<file path="src/rtl/debounce_pkg.sv">
// rtl/debounce_pkg.sv - shared types and sizing helper for the debounce/edge detector
package debounce_pkg;

    typedef enum logic [1:0] {
        STABLE_LOW,
        CHK_HIGH,
        STABLE_HIGH,
        CHK_LOW
    } dbnc_state_e;

    // Width of the stability counter; never narrower than one bit.
    function automatic int stab_cnt_width(input int stable_cycles);
        return (stable_cycles <= 2) ? 1 : $clog2(stable_cycles);
    endfunction

endpackage

</file>
<file path="src/rtl/sat_event_counter.sv">
// rtl/sat_event_counter.sv - saturating event counter with sticky overflow flag
module sat_event_counter #(
    parameter int CNT_W = 8
) (
    input  logic             clk,
    input  logic             rstn,
    input  logic             inc,
    input  logic             clr,
    output logic [CNT_W-1:0] count,
    output logic             ovf
);

    localparam logic [CNT_W-1:0] CNT_MAX = {CNT_W{1'b1}};

    logic [CNT_W-1:0] count_q, count_d;
    logic             ovf_q, ovf_d;

    // Clear is applied first so a coincident increment lands on a fresh count of one.
    always_comb begin
        count_d = count_q;
        ovf_d   = ovf_q;
        if (clr) begin
            count_d = '0;
            ovf_d   = 1'b0;
        end
        if (inc) begin
            if (count_d == CNT_MAX) begin
                ovf_d = 1'b1;
            end else begin
                count_d = count_d + 1'b1;
            end
        end
    end

    always_ff @(posedge clk or negedge rstn) begin
        if (!rstn) begin
            count_q <= '0;
            ovf_q   <= 1'b0;
        end else begin
            count_q <= count_d;
            ovf_q   <= ovf_d;
        end
    end

    assign count = count_q;
    assign ovf   = ovf_q;

endmodule

</file>
<file path="src/rtl/sync_debounce_edge.sv">
// rtl/sync_debounce_edge.sv - debounces a synchronised bit, emits rise/fall pulses and counts rises
module sync_debounce_edge
    import debounce_pkg::*;
#(
    parameter int STABLE_CYCLES = 4,
    parameter int CNT_W         = 8
) (
    input  logic             clk,
    input  logic             rstn,
    input  logic             a,
    input  logic             clr_cnt,
    output logic             level,
    output logic             rise,
    output logic             fall,
    output logic [CNT_W-1:0] edge_cnt,
    output logic             cnt_ovf
);

    localparam int            SC_W     = stab_cnt_width(STABLE_CYCLES);
    localparam logic [SC_W-1:0] SC_LAST = SC_W'(STABLE_CYCLES - 1);
    localparam logic [SC_W-1:0] SC_ONE  = SC_W'(1);

    dbnc_state_e     state_q, state_d;
    logic [SC_W-1:0] stab_cnt_q, stab_cnt_d;
    logic            level_q, level_d;
    logic            rise_q, rise_d;
    logic            fall_q, fall_d;

    // The sample that leaves a stable state counts as the first of the run.
    always_comb begin
        state_d    = state_q;
        stab_cnt_d = stab_cnt_q;
        level_d    = level_q;
        rise_d     = 1'b0;
        fall_d     = 1'b0;
        unique case (state_q)
            STABLE_LOW: begin
                if (a) begin
                    state_d    = CHK_HIGH;
                    stab_cnt_d = SC_ONE;
                end
            end
            CHK_HIGH: begin
                if (!a) begin
                    state_d    = STABLE_LOW;
                    stab_cnt_d = '0;
                end else if (stab_cnt_q == SC_LAST) begin
                    state_d    = STABLE_HIGH;
                    stab_cnt_d = '0;
                    level_d    = 1'b1;
                    rise_d     = 1'b1;
                end else begin
                    stab_cnt_d = stab_cnt_q + SC_ONE;
                end
            end
            STABLE_HIGH: begin
                if (!a) begin
                    state_d    = CHK_LOW;
                    stab_cnt_d = SC_ONE;
                end
            end
            CHK_LOW: begin
                if (a) begin
                    state_d    = STABLE_HIGH;
                    stab_cnt_d = '0;
                end else if (stab_cnt_q == SC_LAST) begin
                    state_d    = STABLE_LOW;
                    stab_cnt_d = '0;
                    level_d    = 1'b0;
                    fall_d     = 1'b1;
                end else begin
                    stab_cnt_d = stab_cnt_q + SC_ONE;
                end
            end
            default: begin
                state_d    = STABLE_LOW;
                stab_cnt_d = '0;
                level_d    = 1'b0;
            end
        endcase
    end

    always_ff @(posedge clk or negedge rstn) begin
        if (!rstn) begin
            state_q    <= STABLE_LOW;
            stab_cnt_q <= '0;
            level_q    <= 1'b0;
            rise_q     <= 1'b0;
            fall_q     <= 1'b0;
        end else begin
            state_q    <= state_d;
            stab_cnt_q <= stab_cnt_d;
            level_q    <= level_d;
            rise_q     <= rise_d;
            fall_q     <= fall_d;
        end
    end

    // Counts the visible rise pulse, so a clear asserted alongside it yields a count of one.
    sat_event_counter #(
        .CNT_W (CNT_W)
    ) u_rise_cnt (
        .clk   (clk),
        .rstn  (rstn),
        .inc   (rise_q),
        .clr   (clr_cnt),
        .count (edge_cnt),
        .ovf   (cnt_ovf)
    );

    assign level = level_q;
    assign rise  = rise_q;
    assign fall  = fall_q;

endmodule

</file>
<file path="config.mk">
export PLATFORM = sky130hd
export DESIGN_NAME = sync_debounce_edge
export DESIGN_NICKNAME = d
export VERILOG_FILES = /design/src/rtl/debounce_pkg.sv /design/src/rtl/sat_event_counter.sv /design/src/rtl/sync_debounce_edge.sv
export SDC_FILE = /design/constraint.sdc
export NUM_CORES = 1
export LEC_CHECK = 0
export ABC_AREA = 0
export BUFFER_PORTS_ARGS = -buffer_cell sky130_fd_sc_hd__clkbuf_2
export CAP_MARGIN = 20
export CORE_MARGIN = 2
export CORE_UTILIZATION = 46
export DETAILED_ROUTE_END_ITERATION = 7
export HOLD_SLACK_MARGIN = 0.02
export PLACE_DENSITY_LB_ADDON = 0.1
export SLEW_MARGIN = 15
export SYNTH_ARGS = -nofsm -noshare
export SYNTH_HDL_FRONTEND = slang
export SYNTH_HIERARCHICAL = 1
export SYNTH_SLANG_ARGS = --single-unit
</file>
<file path="constraint.sdc">
create_clock -name clk -period 1.28 [get_ports clk]
set_clock_uncertainty 0.1 [all_clocks]
set_input_delay 0.256 -clock clk [delete_from_list [all_inputs] [get_ports clk]]
set_output_delay 0.256 -clock clk [all_outputs]
set_load 0.01 [all_outputs]
</file>
; Word level (Yosys, flattened, before mapping)
; Cells that the tools add are included.
[totals]
reg_bits = 16
in_bits = 4
out_inout_bits = 12
[op_classes]
add_sub_neg = 2
reduce_logical = 5
n_eq_ne = 13
n_mux = 28
[ops]
columns = op, n
row1 = 8-bit 2-to-1 mux, 3
row2 = 2-bit 2-to-1 mux, 10
row3 = 2-bit case mux with 4 select lines, 2
row4 = 1-bit 2-to-1 mux, 12
row5 = 2-bit != test (second input constant), 6
row6 = 8-bit by 1-bit adder with 8-bit output (second input constant), 1
row7 = 8-bit equality test (second input constant), 1
row8 = 2-bit equality test (second input constant), 3
row9 = 3-bit != test (second input constant), 2
row10 = 5-bit AND reduction, 1
row11 = 4-bit AND reduction, 1
row12 = 2-bit by 1-bit adder with 2-bit output (second input constant), 1
row13 = 2-bit by 1-bit equality test with 1-bit output (second input constant), 1
row14 = 2-bit zero test, 1
row15 = 1-bit case mux with 2 select lines, 1
row16 = 2-bit AND reduction, 1
row17 = 2-bit nonzero test, 1

; Longest topological paths before layout
[logic_depth]
depth_word = 4
mapped_depth = 4

; By module
; Netlist, hierarchy kept.
[by_module_without_submodules]
columns = mod, area_per_inst_um2, instances, cells_per_inst, seq_area_each_um2
row1 = sat_event_counter, 483.0, 1, 50, 225.2
row2 = sync_debounce_edge, 304.0, 1, 27, 175.2

; Worst setup path before layout
; OpenSTA, ideal clock, no wires.
[synth_timing]
kind = register to register
start = reg rise_q (netlist: rise)
end = reg u_rise_cnt.count_q[4] (netlist: u_rise_cnt/count[4])
stages_incl_launch_ff = 5
setup_time_ns = 0.068
synth_period_minus_slack_ns = 1.274
path_slack_ns = 0.006
n_path_buf = 1
arrival_time_ns = 1.105
t_required_ns = 1.112
path_cell_list = dfrtp_1 and3_1 buf_6 a211o_1 nand3_1
[synth_via]
elab_chain_cells = 1
[synth_rtl]
columns = item, line
row1 = "start, declared", sync_debounce_edge.sv:26  ; logic rise_q, rise_d;
row2 = "start signal, assigned", sync_debounce_edge.sv:94  ; rise_q <= rise_d;
row3 = 8-bit 2-to-1 mux, sat_event_counter.sv:26  ; if (inc) begin
row4 = via u_rise_cnt.count_d[4], sat_event_counter.sv:15  ; logic [CNT_W-1:0] count_q, count_d;
row5 = "end signal, assigned", sat_event_counter.sv:40  ; count_q <= count_d;
row6 = "end, declared", sat_event_counter.sv:15
; The timed path passes the listed nets, and every way through them passes these cells.
; A chain may end at the register's enable or synchronous reset.

; Worst setup path in the final report
[layout_timing]
start = reg rise_q (netlist: rise)
end = out rise
[layout_rtl]
columns = item, line
row1 = "end, declared", sync_debounce_edge.sv:13  ; output logic rise,
; No word-level cell between the ends.

==> results.md <==
* Status: complete, but fails checks
* Failing checks: negative setup slack
* Most frequent cells in the layout: 15 x dfrtp_1, 13 x buf_4, 11 x clkbuf_2, 8 x buf_6
* Post-route DRC at 0
* Largest net degree at the start of global routing at 17
* Net count after synthesis at 83
* Max VDD drop at 730 uV
* Final setup viols at 3
* Hold EP: fall
* Most frequent CP cell: buf_6
* Sequential fraction of the synthesis area at 50.9%
* MaxCap Viol Count at 0
* First-pass GRT wire length at 2870 um
* Syn Area/Cell at 10.2 um^2
* Internal power at 0.872 mW
* WL/cell at 14.1 um
* Row Count at 14
* Crit path buf inv count at 2
* Clk_lat worst skew at 0.28 ns
* Setup TNS at -0.0661 ns
* CTS tree: done
* Reg2Reg Depth at 4
* Crit. End Element: output pin
* Dpl cells at 113
* CTS H-tree depth at 1
* Clk network pwr share at 26.8%
* Worst-margin pin slew at 0.390 ns
* Final GP Congestion at 0.791
* CTS sink count at 16
* Area grow syn2layout at 39.0%
* Diodes inserted at 0
* Vias per cell at 5.63
* Worst hold slack at 0.114 ns
* Hold Crit Class: input pin to flop
* Slew margin rel. at 74.0%
* Switching part of the total at 28.3%
* DRT Pass-1 Iters at 4
* Overall Global Routing Usage at 19.4%
* Max Freq at 759 MHz
* Hold Violations, Final at 0
* CORE AREA at 0.00156 mm^2
* Crit path arrival time at 0.96 ns
* Worst-path clk slew at 0.09 ns
* Reg2Reg Launch Point: u_rise_cnt/count[7]
* Total number of vias at 709
* Total grt overflow at 0
* Synthesized flop and latch total at 16
* WP data required at 0.92 ns
* Post-Syn Instances at 77
* IO buf count at 15
* Final ANT Viol Nets at 0
* Reg power frac at 52.5%
* RSZ-0062 raised after global routing: true
* First DRT Iteration DRCs at 5
* Final worst setup slack at -0.0371 ns
* NetSw at 0.345 mW
* Family with the most delay on the worst path: flip-flops
* Combinational group share of total power at 20.7%
* Root Buffer: clkbuf_4
* Total wire length at 1780 um
* Commonest non-fill, non-tap cell in the layout: dfrtp_1
* Worst slack, placed at -0.0492 ns
* Final HPWL from detailed placement at 1250 um
* Width of the die at 45.4 um
* P per Cell Area at 1110 mW/mm^2
* Die Y at 45.4 um
* Vias in the first global route at 710
* Reg-to-reg critical path endpoint: u_rise_cnt/count[6]
* Crit Path Category: flop to output pin
* Synth Warn # at 6
* Crit-path slowest cell: dfrtp_1
* Max incr delay on CP at 0.43 ns
* HP Start: a
* Layout cells sized above 1 at 43.6%
* Crit path cell chain: buf_6, buf_6
* Pleak at 0.500 nW
* Fin crit share at 103%
* Utilization after layout at 70.1%
* Die area at 0.00206 mm^2
* Worst Hold Path Cells at 2
* Minimum clock period after layout at 1.32 ns
* Netlist cell types at 30
* Clk buf depth at 2
* Crit-path max FO at 4
* Initial antenna violation count at 0
* Reg-to-reg slack, setup at 0.01 ns
* Layout Nets at 117
* Initial Utilization at 50.5%
* Max Slew Vio Count at 0
* Syn Std Cell Area at 787 um^2
* Startpoint Class: flop
* Num CTS Buffers at 3
* Fillers at 135
* # IOs at 16
* Finished Layout Cells at 126
-- registers in the layout (all words and copies together), names as in the netlist, named ones only --
name	count
u_rise_cnt/count	8
stab_cnt_q	2
fall	1
level	1
rise	1
state_q	1
u_rise_cnt/ovf	1
-- kinds of logic after synthesis --
logic type               after synthesis  share of synthesized area, %
AND/OR/NAND/NOR                       30                          21.0
AO/OA/AOI/OAI                         20                          18.0
flip-flops                            16                          50.9
buffers and inverters                  7                          4.77
XOR/XNOR                               2                          2.23
adder cells (fa/ha/maj)                2                          3.18
-- area by class of cell --
cell class | count | area [um^2] | area share [%]
sequential | 16 | 402 | 36.7
multi-input combinational | 54 | 372 | 34.0
timing repair buffer | 33 | 253 | 23.1
clock buffer | 4 | 36.3 | 3.32
tap | 16 | 20.0 | 1.83
inverter | 3 | 11.3 | 1.03
-- stage by stage --
stage | power [mW] | instance area [um^2]
after global routing | 1.30 | 1090
after floorplan | 0.791 | 787
after global placement | 0.878 | 923
after CTS | 1.23 | 1030
after detailed placement | 0.886 | 923
final | 1.22 | 1090
-- repair_timing --
item	CTS	global route
endpoints found under the hold margin	16	0
resized for setup	7	14
hold buffers	1	0
endpoints found under the setup margin	7	12
pin swaps	0	4
buffers inserted	5	3
-- cells in the mapped netlist --
library cell	number	area share, %
nor3_1	2	1.3
buf_2	3	1.9
and2_1	1	0.80
xor2_1	1	1.1
xnor2_1	1	1.1
o21ai_0	3	1.9
a211o_1	1	1.1
buf_6	1	1.4
ha_1	2	3.2
nand2_1	4	1.9
or2_0	1	0.80
a21oi_1	6	3.8
inv_1	3	1.4
nand4_1	2	1.6
nand2b_1	2	1.6
dfrtp_1	16	51
a211oi_2	3	4.8
o21a_1	1	0.95
nor3b_2	1	1.6
nand3_1	4	2.5
a211oi_1	1	0.95
nor2b_1	3	2.4
and3_1	2	1.6
o31ai_1	1	0.95
nor4_1	1	0.80
nor2_1	6	2.9
o22ai_1	1	0.80
a31oi_1	2	1.6
a41oi_1	1	1.1
nand3_2	1	1.3
-- worst max-delay path by stage --
stage                     cells after the start  slack [ns]                start                   to
final                                         2       -0.04                 rise                 rise
after detailed placement                      4       -0.05  u_rise_cnt/count[7]  u_rise_cnt/count[2]
after floorplan                               4       0.006                 rise  u_rise_cnt/count[4]
after CTS                                     2       -0.04                 rise                 rise
after global routing                          2       -0.07                 rise                 rise
after global placement                        3        0.04                 rise  u_rise_cnt/count[5]
-- power by group through the flow --
stage          Clock [mW]  Sequential (mW)  Combinational (mW)
2_1_floorplan           0            0.656               0.135
5_1_grt             0.361            0.651               0.286
6_report            0.326            0.639               0.252
3_3_place_gp            0            0.649               0.229
3_5_place_dp            0            0.651               0.235
4_1_cts             0.343            0.639               0.250
-- per-layer routing --
layer	vias to the layer above	global-route usage, %	wire length, um	part of all wire [%]
li1	339	-	-	-
met1	356	19.4	717	40
met2	12	36.6	997	56
met3	2	4.00	48	2.7
met4	0	10.6	10	0.56
met5	-	0	0	0
Note: power is estimated with default switching activity, not from simulation.
